===== config.mk =====
export PLATFORM = sky130hd
export DESIGN_NAME = rng_request_arbiter
export DESIGN_NICKNAME = d
export VERILOG_FILES = /design/src/rtl/rng_pkg.sv /design/src/rtl/rr_pick.sv /design/src/rtl/rng_request_arbiter.sv
export SDC_FILE = /design/constraint.sdc
export NUM_CORES = 1
export LEC_CHECK = 0
export CELL_PAD_IN_SITES_DETAIL_PLACEMENT = 0
export CELL_PAD_IN_SITES_GLOBAL_PLACEMENT = 1
export CORE_AREA = 2 2 76 78
export CTS_BUF_LIST = sky130_fd_sc_hd__clkbuf_16
export DETAILED_ROUTE_END_ITERATION = 10
export DIE_AREA = 0 0 78 80
export DONT_BUFFER_PORTS = 1
export GPL_TIMING_DRIVEN = 0
export PLACE_DENSITY_LB_ADDON = 0.1
export SKIP_LAST_GASP = 1
export SLEW_MARGIN = 40
export SYNTH_ARGS = -nofsm -noshare
export SYNTH_HDL_FRONTEND = slang
export SYNTH_SLANG_ARGS = --single-unit

===== constraint.sdc =====
create_clock -name clock -period 4.72 [get_ports clock]
set_input_delay 1.416 -clock clock [delete_from_list [all_inputs] [get_ports clock]]
set_output_delay 1.416 -clock clock [all_outputs]
set_load 0.005 [all_outputs]

===== src/rtl/rng_pkg.sv =====
// Shared constants and FSM state type for the random-number request arbiter.
package rng_pkg;

  localparam int unsigned RNG_WIDTH  = 12;
  localparam int unsigned RNG_SETTLE = 13;

  typedef enum logic [2:0] {
    IDLE,
    GEN,
    WAIT,
    DELIVER,
    COOL
  } state_t;

endpackage


===== src/rtl/rr_pick.sv =====
// Round-robin picker: first set request searching upward from ptr+1 with wrap.
module rr_pick
  import rng_pkg::*;
#(
  parameter int unsigned NUM_REQ = 4,
  parameter int unsigned PTR_W   = (NUM_REQ > 1) ? $clog2(NUM_REQ) : 1
) (
  input  logic [NUM_REQ-1:0] req,
  input  logic [PTR_W-1:0]   ptr,
  output logic [NUM_REQ-1:0] sel,
  output logic               any
);

  int unsigned idx;

  // Scan NUM_REQ positions starting just after the last winner; first hit wins.
  always_comb begin
    sel = '0;
    any = 1'b0;
    idx = 0;
    for (int unsigned i = 1; i <= NUM_REQ; i++) begin
      idx = (32'(ptr) + i) % NUM_REQ;
      if (!any && req[idx]) begin
        sel[idx] = 1'b1;
        any      = 1'b1;
      end
    end
  end

endmodule


===== src/rtl/rng_request_arbiter.sv =====
// Shares one LFSR generator among NUM_REQ requesters: pulses the generate
// strobe, captures the fresh word and hands it to one round-robin winner.
module rng_request_arbiter
  import rng_pkg::*;
#(
  parameter int unsigned NUM_REQ = 4,
  parameter int unsigned WIDTH   = RNG_WIDTH,
  parameter int unsigned SETTLE  = RNG_SETTLE
) (
  input  logic               clock,
  input  logic               reset,
  input  logic               enable,
  input  logic [NUM_REQ-1:0] req,
  input  logic [WIDTH-1:0]   rand_in,
  output logic               gen_out,
  output logic [NUM_REQ-1:0] grant,
  output logic [WIDTH-1:0]   rand_out,
  output logic               rand_valid,
  output logic               busy
);

  localparam int unsigned PTR_W = (NUM_REQ > 1) ? $clog2(NUM_REQ) : 1;
  localparam int unsigned CNT_W = $clog2(SETTLE + 1);

  state_t             state;
  state_t             state_d;
  logic [PTR_W-1:0]   ptr;
  logic [PTR_W-1:0]   sel_idx;
  logic [NUM_REQ-1:0] sel_q;
  logic [NUM_REQ-1:0] pick_sel;
  logic               pick_any;
  logic [CNT_W-1:0]   cnt;
  logic               deliver_ok;

  rr_pick #(
    .NUM_REQ (NUM_REQ),
    .PTR_W   (PTR_W)
  ) u_pick (
    .req (req),
    .ptr (ptr),
    .sel (pick_sel),
    .any (pick_any)
  );

  // Encode the latched one-hot winner back to an index for the pointer.
  always_comb begin
    sel_idx = '0;
    for (int unsigned i = 0; i < NUM_REQ; i++) begin
      if (sel_q[i]) sel_idx = PTR_W'(i);
    end
  end

  // Grant decision is taken in WAIT so the registered grant, valid strobe and
  // captured word all appear together while the FSM sits in DELIVER.
  always_comb begin
    deliver_ok = (state == WAIT) && (|(req & sel_q));
  end

  // Next-state logic for the transaction sequence.
  always_comb begin
    state_d = state;
    unique case (state)
      IDLE:    if (enable && pick_any) state_d = GEN;
      GEN:     state_d = WAIT;
      WAIT:    state_d = DELIVER;
      DELIVER: state_d = COOL;
      COOL:    if (cnt == '0) state_d = IDLE;
      default: state_d = IDLE;
    endcase
  end

  // State register.
  always_ff @(posedge clock) begin
    if (reset) state <= IDLE;
    else       state <= state_d;
  end

  // Pointer, cooldown counter and registered outputs (driven from next state).
  always_ff @(posedge clock) begin
    if (reset) begin
      ptr        <= PTR_W'(NUM_REQ - 1);
      cnt        <= '0;
      sel_q      <= '0;
      gen_out    <= 1'b0;
      grant      <= '0;
      rand_out   <= '0;
      rand_valid <= 1'b0;
      busy       <= 1'b0;
    end else begin
      gen_out    <= (state_d == GEN);
      busy       <= (state_d != IDLE);
      grant      <= deliver_ok ? sel_q : '0;
      rand_valid <= deliver_ok;
      if (deliver_ok) rand_out <= rand_in;
      if (state == IDLE && state_d == GEN) sel_q <= pick_sel;
      if (state == DELIVER) begin
        ptr <= sel_idx;
        cnt <= CNT_W'(SETTLE - 1);
      end else if (state == COOL && cnt != '0) begin
        cnt <= cnt - CNT_W'(1);
      end
    end
  end

endmodule


==> flow_metrics.env <==
export IMPL_met2_usage_pct=17.5
export IMPL_start_kind="input port"
export IMPL_hold_buffers=0
export IMPL_status="completed"
export IMPL_clkSlewWorstSetupHoldPaths_ns=0.05
export IMPL_cp_cell_sequence="a22o_1 > a221oi_1 > nor4b_2 > buf_4 > mux2i_1 > nor2_1"
export IMPL_drc_errors=0
export IMPL_clk_latency_ns=0.27
export IMPL_num_rows=27
export IMPL_r2r_start="ptr[0]"
export IMPL_ioPinCount=38
export IMPL_setup_viol=0
export IMPL_final_common_cell="dfxtp_1"
export IMPL_synth_ff_type="dfxtp_1"
export IMPL_hp_start="sel_q[0]"
export IMPL_syn_inst=175
export IMPL_grt_busiest_layer="met2"
export IMPL_min_delay_path_depth=1
export IMPL_ant_nets=0
export IMPL_final_area_um2=1860
export IMPL_drt_wirelength_per_cell_um=13.9
export IMPL_start_util_pct=29.5
export IMPL_drv_cap=0
export IMPL_numCtsBuffers=5
export IMPL_rsz0062_at_grt="false"
export IMPL_tightest_slew_ns=0.593
export IMPL_place_ws_ns=1.86
export IMPL_worst_slack_ns=2.14
export IMPL_syn_area_per_cell_um2=9.12
export IMPL_grt_util_met3_pct=5.32
export IMPL_power_leakage_uw=0.000698
export IMPL_post_dp_cell_area_um2=1690
export IMPL_vias_per_cell=4.93
export IMPL_syn_num_nets=203
export IMPL_fin_crit_sh_pct=54.8
export IMPL_slew_headroom_pct=60.4
export IMPL_synth_seq_area_share_pct=40.1
export IMPL_groute_usage_overall_pct=12.1
export IMPL_cp_slowest_stage_delay_ns=0.54
export IMPL_fill_cells=579
export IMPL_cp_slowest_cell="nor4b_2"
export IMPL_first_pass_iters=4
export IMPL_crit_fanout=10
export IMPL_drv_slew=0
export IMPL_fin_skew_ns=0.00260
export IMPL_gr_total_overflow=0
export IMPL_drt_iter0_drc=44
export IMPL_num_antenna_cells=0
export IMPL_rr_endpoint="sel_q[0]"
export IMPL_drive_above_1_share_pct=8.20
export IMPL_syn_to_final_growth_pct=16.6
export IMPL_dp_hpwl_um=2670
export IMPL_synth_edf_count=0
export IMPL_grt_max_degree=12
export IMPL_power_density_nw_per_um2=398
export IMPL_ir_drop_mv=0.170
export IMPL_period_minus_slack_ns=2.58
export IMPL_grt_pass1_vias=1172
export IMPL_synth_area_um2=1600
export IMPL_antenna_found_initial=0
export IMPL_holdPathEnd="grant[0]"
export IMPL_fp_dieW_um=78
export IMPL_vias=1257
export IMPL_fin_cells=255
export IMPL_end_kind="flop"
export IMPL_r2r_setup_slack_ns=2.40
export IMPL_grtUsageMet1_pct=16.1
export IMPL_final_cell_mix="dfxtp_1, nor2_1, mux2i_1, a21oi_1, inv_1"
export IMPL_critical_path_class="in -> reg"
export IMPL_max_clock_freq_ghz=0.387
export IMPL_io_buffer_count=0
export IMPL_core_um2=5410
export IMPL_die_h_um=80
export IMPL_yosysUniqueCellTypes=40
export IMPL_grt_pass1_wl_um=5810
export IMPL_cts_setup_buffers=0
export IMPL_numClockSinks=32
export IMPL_ys_async_sr_fraction_pct=0
export IMPL_clock_path_buffers=2
export IMPL_cts_root_buf="clkbuf_16"
export IMPL_ctsResizeCount=0
export IMPL_hp_class="reg -> reg"
export IMPL_routed_wl_um=3560
export IMPL_ys_ff_latch=32
export IMPL_reg2regPathDepth=8
export IMPL_worstPathRequired_ns=4.87
export IMPL_cts_tree="yes"
export IMPL_ctsHtreeMaxLevel=2
export IMPL_placed_cells=247
export IMPL_gp_congestion=0.760
export IMPL_critPathArrivalTime_ns=2.73
export IMPL_nets=210
export IMPL_yosys_warnings=0
export IMPL_hold_violations=0
export IMPL_fp_dieArea_um2=6240
export IMPL_finalSetupTns_ns=0
export IMPL_utilization_pct=34.4
worst max-delay path: cells and delay by family:
family	cells	cell delay [ns]
and+or+nand+nor	2	0.59
muxes	1	0.23
AOI/OAI and AO/OA	2	0.18
buffers and inverters	1	0.32
flip-flops by register name, summed over array words and instances (netlist names):
name        count
busy            1
rand_out       12
gen_out         1
ptr             2
sel_q           4
cnt             4
rand_valid      1
state           3
grant           4
kinds of logic (layout without fill, tap and decap cells):
| logic type | count (synthesis) | in the layout | share of synthesized area, % |
|---|---|---|---|
| multiplexers | 18 | 18 | 12.4 |
| adder cells (fa/ha/maj) | 9 | 9 | 7.05 |
| flip-flops | 32 | 32 | 40.1 |
| AO/OA/AOI/OAI | 33 | 33 | 15.2 |
| buffers and inverters | 20 | 28 | 5.49 |
| XOR/XNOR | 3 | 3 | 1.65 |
| AND/OR/NAND/NOR | 60 | 60 | 18.1 |
cell type report:
type / count / area (um2) / share of cell area [%]
tap: 72 / 90.1 / 4.84
clock buffer: 5 / 125 / 6.72
sequential: 32 / 641 / 34.4
clock inverter: 3 / 42.5 / 2.28
inverter: 11 / 41.3 / 2.22
multi-input combinational: 123 / 876 / 47.0
buffer: 9 / 46.3 / 2.49
through the flow:
stage | power (uW) | hold slack [ns]
final | 741 | 0.516
after floorplan | 367 | 0.454
after global routing | 781 | 0.547
after CTS | 752 | 0.524
after global placement | 386 | 0.497
after detailed placement | 386 | 0.505
report_power, final:
part           leakage (uW)  total, uW  switching (uW)  internal (uW)
Sequential         0.000260        298            12.7            285
Clock             0.0000798        360             113            247
Combinational      0.000358       83.0            47.5           35.6
per-layer routing:
metal	share of wire [%]	vias up
met1	49	572
li1	-	634
met5	0	-
met3	7.7	2
met2	43	49
met4	0.70	0
cells in the mapped netlist, types with 2 or more instances:
cell type / number / area, um2
nand2_1: 10 / 37.5
ha_1: 9 / 113
nor3_1: 5 / 25.0
nor2_1: 29 / 109
clkbuf_1: 5 / 18.8
nor4_1: 2 / 12.5
o211ai_1: 4 / 30.0
xnor2_1: 3 / 26.3
inv_1: 11 / 41.3
a21oi_1: 12 / 60.1
dfxtp_1: 32 / 641
a311oi_1: 4 / 35.0
and2_1: 4 / 25.0
a32o_1: 4 / 40.0
mux2i_1: 16 / 160
how the worst max path moves through the flow:
| stage | cells past startpoint | to | start | slack, ns |
|---|---|---|---|---|
| detailed placement | 6 | rand_out[5] | req[1] | 1.86 |
| floorplan | 5 | sel_q[0] | req[3] | 2.10 |
| CTS | 6 | rand_out[5] | req[1] | 2.14 |
| finish | 6 | rand_out[5] | req[1] | 2.14 |
| global route | 6 | rand_out[9] | req[1] | 1.99 |
| global placement | 6 | rand_out[11] | req[1] | 1.91 |
No activity file was read; power rests on OpenSTA's default activity.
